`config.mk`:
```
export PLATFORM = sky130hd
export DESIGN_NAME = stage_1_fetch
export DESIGN_NICKNAME = d
export VERILOG_FILES = /design/src/rtl/stage_1_fetch.sv
export SDC_FILE = /design/constraint.sdc
export NUM_CORES = 1
export LEC_CHECK = 0
export BUFFER_PORTS_ARGS = -buffer_cell sky130_fd_sc_hd__buf_2
export CAP_MARGIN = 20
export CORE_UTILIZATION = 42
export DETAILED_ROUTE_END_ITERATION = 16
export PLACE_DENSITY = 0.64
export SYNTH_ARGS = -nofsm -noshare
export SYNTH_HDL_FRONTEND = slang
export SYNTH_SLANG_ARGS = --single-unit
```
`constraint.sdc`:
```
create_clock -name clk -period 3.2 [get_ports clk]
set_clock_uncertainty 0.1 [all_clocks]
set_input_delay 0.16 -clock clk [delete_from_list [all_inputs] [get_ports clk]]
set_output_delay 0.16 -clock clk [all_outputs]
set_load 0.02 [all_outputs]
```
`src/rtl/stage_1_fetch.sv`:
```
`default_nettype none
// ============================================================================
// Module      : stage_1_fetch
// Description : RV32I instruction-fetch stage; one outstanding imem request,
//               stall buffering and redirect squash toward decode.
// Revision    : 1.0 - initial release
// ============================================================================
module stage_1_fetch #(
    parameter logic [31:0] RESET_PC  = 32'h0000_0000,
    parameter logic [31:0] NOP_INSTR = 32'h0000_0013
) (
    input  logic        clk,
    input  logic        rst_n,
    input  logic        stall_in,
    input  logic        redirect_enable_in,
    input  logic [31:0] redirect_address_in,
    output logic        imem_req_out,
    output logic [31:0] imem_addr_out,
    input  logic        imem_ready_in,
    input  logic [31:0] imem_rdata_in,
    output logic [31:0] instruction_out,
    output logic [31:0] pc_out,
    output logic        valid_out
);

    typedef enum logic [0:0] {
        S_REQ  = 1'b0,
        S_HOLD = 1'b1
    } state_t;

    state_t      state_q, state_d;
    logic [31:0] fetch_pc_q, fetch_pc_d;
    logic [31:0] hold_instr_q, hold_instr_d;
    logic [31:0] hold_pc_q, hold_pc_d;
    logic [31:0] instr_q, instr_d;
    logic [31:0] pc_q, pc_d;
    logic        valid_q, valid_d;

    logic [31:0] w_target;
    assign w_target = {redirect_address_in[31:2], 2'b00};

    always_comb begin
        state_d      = state_q;
        fetch_pc_d   = fetch_pc_q;
        hold_instr_d = hold_instr_q;
        hold_pc_d    = hold_pc_q;
        instr_d      = instr_q;
        pc_d         = pc_q;
        valid_d      = valid_q;

        case (state_q)
            S_REQ: begin
                if (redirect_enable_in) begin
                    // Any word returned this cycle belongs to the wrong path.
                    fetch_pc_d = w_target;
                    instr_d    = NOP_INSTR;
                    valid_d    = 1'b0;
                end else if (imem_ready_in && !stall_in) begin
                    instr_d    = imem_rdata_in;
                    pc_d       = fetch_pc_q;
                    valid_d    = 1'b1;
                    fetch_pc_d = fetch_pc_q + 32'd4;
                end else if (imem_ready_in) begin
                    hold_instr_d = imem_rdata_in;
                    hold_pc_d    = fetch_pc_q;
                    fetch_pc_d   = fetch_pc_q + 32'd4;
                    state_d      = S_HOLD;
                end else if (!stall_in) begin
                    instr_d = NOP_INSTR;
                    valid_d = 1'b0;
                end
            end
            S_HOLD: begin
                if (redirect_enable_in) begin
                    fetch_pc_d = w_target;
                    instr_d    = NOP_INSTR;
                    valid_d    = 1'b0;
                    state_d    = S_REQ;
                end else if (!stall_in) begin
                    instr_d = hold_instr_q;
                    pc_d    = hold_pc_q;
                    valid_d = 1'b1;
                    state_d = S_REQ;
                end
            end
            default: state_d = S_REQ;
        endcase
    end

    always_ff @(posedge clk or negedge rst_n) begin
        if (!rst_n) begin
            state_q      <= S_REQ;
            fetch_pc_q   <= RESET_PC;
            hold_instr_q <= 32'd0;
            hold_pc_q    <= 32'd0;
            instr_q      <= NOP_INSTR;
            pc_q         <= RESET_PC;
            valid_q      <= 1'b0;
        end else begin
            state_q      <= state_d;
            fetch_pc_q   <= fetch_pc_d;
            hold_instr_q <= hold_instr_d;
            hold_pc_q    <= hold_pc_d;
            instr_q      <= instr_d;
            pc_q         <= pc_d;
            valid_q      <= valid_d;
        end
    end

    // Gating with rst_n abandons an in-flight request the moment reset asserts.
    assign imem_req_out    = rst_n && (state_q == S_REQ);
    assign imem_addr_out   = fetch_pc_q;
    assign instruction_out = instr_q;
    assign pc_out          = pc_q;
    assign valid_out       = valid_q;

endmodule
`default_nettype wire

```
==> results.md <==
* Status: finished, final reports clean
* Die footprint at 17000 µm²
* Tcrit/Tclk final at 78.1%
* Yosys reg bits at 156
* Synth Instances at 621
* Pins Over Slew Limit at 0
* Worst path top cell family by delay: simple AND/OR/NAND/NOR gates
* Reg-to-reg slack, setup at 700 ps
* Die Ht at 130 µm
* Maxcap violations at 0
* Layout cells sized above 1 at 32.6%
* # clock sinks at 156
* Most area-consuming cells after synthesis: dfrtp_1 55%, mux2_2 10%, mux2i_1 4.8%
* Setup violators final at 0
* Reg area at 3910 µm²
* WL/cell at 16.4 µm
* Clock transition at the registers of the reported paths at 60 ps
* Initial antenna violation count at 0
* Area leader, netlist: dfrtp_1
* Min-Delay Path Class: primary input to flip-flop
* Core Box Area at 16000 µm²
* Largest net degree at the start of global routing at 102
* Pint at 0.00398 W
* CP endpoint: imem_addr_out[22]
* Post-DP Area at 7950 µm²
* Post-synth top area share at 55.3%
* Critical Path Stages at 4
* Final wirelength at 17.4 mm
* CTS Buffer Depth at 2
* Ant. Diodes at 0
* GRT Overall Usage at 21.0%
* CTS root buf: clkbuf_16
* Crit-path max cell delay at 680 ps
* Area Growth Syn to Fin at 32.4%
* DR iter-0 viols at 316
* Worst Setup SP: state_q
* WS Path Type: flip-flop to flip-flop
* Sequential Power Share at 45.5%
* EDFF count, synth at 0
* Clock Power Share at 36.4%
* Reg2reg start: state_q
* RSZ-0062 raised after global routing: false
* Post-detailed-route count of antenna-violating nets at 0
* Syn_area_per_cell at 11.2 µm²
* Crit-path slowest cell: or4_4
* PwrDens at 604 nW/µm²
* Number of core rows at 46
* Synth warn at 0
* Leakage at 3.96 nW
* Clock latency on the worst-skew pair at 420 ps
* Psw at 0.00156 W
* Grt total ovfl at 0
* Mapped Area at 6930 µm²
* Global-route wire length before repair at 27.7 mm
* CTS tree: yes
* Synth Flop Type: dfrtp_1
* Initial core utilization at 43.3%
* Crit-path cells: nand3b_1 -> or4_4 -> or4_1 -> a31oi_1
* R2r worst-path depth at 4
* Vias in the first global route at 5575
* Crit-path max FO at 15
* Final Total Pwr at 0.00554 W
* Pre-Repair DR Iteration Count at 4
* FILL cells at 1391
* Setup crit end kind: flip-flop
* # DRC at 0
* Worst slew pin tran at 598 ps
* Critical Path RT at 3440 ps
* DR vias/cell at 5.24
* Fin crit period at 2500 ps
* FMAX at 400 MHz
* Worst vdd ir at 403 µV
* Buf+Inv Stages, Crit Path at 0
* Most frequent cells in the layout: 159 x buf_2, 152 x dfrtp_1, 64 x dlygate4sd3_1, 63 x mux2_2, 52 x nand2_1
* Unique masters post-synth at 47
* Asr flop ratio synth at 100%
* Switch share at 28.2%
* Worst path arrival time at 2740 ps
* Final nets at 901
* Hold buffers post-CTS at 64
* Ports at 167
* Cts repair resizes at 0
* Post-synthesis sequential area ratio at 56.4%
* FF-to-FF End: imem_addr_out[22]
* Commonest non-fill, non-tap cell in the layout: buf_2
* Rel. slew slack at 60.1%
* H-tree Lvls at 4
* Port Buffer Count at 160
* Setup_tns at 0 ps
* Comb pwr share at 18.1%
* Crit start category: flip-flop
* Final hold vios at 0
* Design area at 9170 µm²
* Multi-input gate area at 2820 µm²
* CTS buffer count at 17
* Routed via count at 5549
* # Post-CTS Setup Buffers at 0
* Chip width at 130 µm
* Gp weighted congestion at 0.757
* Placed wire-length estimate at 11.3 mm
state kept, by name, summed over array words and instances, names as in the netlist:
register,cells
hold_instr_q,32
hold_pc_q,30
imem_addr_out,30
instruction_out,32
pc_out,30
state_q,1
valid_out,1
cells in the mapped netlist (4+ instances only):
master / count
dfrtp_1: 153
mux2_2: 63
nand2_1: 52
o21ai_0: 47
nor2_1: 46
clkbuf_1: 35
mux2i_1: 33
a21oi_1: 31
a22oi_1: 30
a31oi_1: 15
or4_1: 12
nand3_1: 10
o31ai_1: 10
nand4_1: 8
xnor2_1: 8
nor3_1: 7
inv_1: 6
buf_1: 5
nor2b_1: 5
or3_1: 5
buf_4: 4
worst register-to-register path, delay by kind of cell, from the launching register on:
family,cells,cell delay (ps)
AOI/OAI and AO/OA,1,190
DFF,1,570
and+or+nand+nor,3,1560
stage by stage:
step / util [%] / hold WS (ps) / instances / setup WS [ps]
after detailed placement: 49.7 / 64.2 / 964 / 690
after global placement: 49.7 / 51.3 / 964 / 751
after global routing: 57.3 / 222 / 1059 / 575
final: 57.3 / 171 / 1059 / 701
after CTS: 57.3 / 148 / 1059 / 692
after floorplan: - / -236 / 624 / 808
area by class of cell:
type / instances / share of cell area, %
Clock buffer: 20 / 4.76
Multi-Input combinational cell: 415 / 30.7
Clock inverter: 11 / 1.60
Tap cell: 216 / 2.95
Inverter: 6 / 0.246
Timing Repair Buffer: 235 / 17.1
Sequential cell: 156 / 42.6
routing by layer:
metal | vias up | part of all wire [%] | GRT usage, %
met4 | 0 | 1.6 | 7.17
met3 | 23 | 6.3 | 5.86
met5 | - | 0 | 0
li1 | 2646 | - | -
met2 | 183 | 48 | 35.2
met1 | 2697 | 44 | 26.2
cell families after synthesis:
logic type | after synthesis | synth area share, %
other | 1 | 0.0541
DFF | 156 | 56.4
buffers and inverters | 53 | 3.23
and+or+nand+nor | 159 | 11.2
adders and majority gates | 1 | 0.181
AOI/OAI and AO/OA | 144 | 12.6
muxes | 96 | 15.0
xor gates and xnor gates | 11 | 1.39
power by group through the flow:
stage	combinational, W	clock [W]	sequential (W)
2_1_floorplan	0.000445	0	0.00268
3_3_place_gp	0.000919	0	0.00253
3_5_place_dp	0.000948	0	0.00256
4_1_cts	0.00101	0.00206	0.00252
5_1_grt	0.00110	0.00214	0.00257
6_report	0.00100	0.00202	0.00252
how the worst min path moves through the flow:
stage	from	endpoint	slack [ps]	cells after the start
finish	stall_in	instruction_out[4]	170	5
global route	rst_n	instruction_out[10]	220	2
CTS	stall_in	instruction_out[4]	150	5
detailed placement	rst_n	instruction_out[10]	60	1
global placement	rst_n	instruction_out[7]	50	1
floorplan	rst_n	hold_instr_q[0]	-240	0
Power figures use the tool's default switching activity.
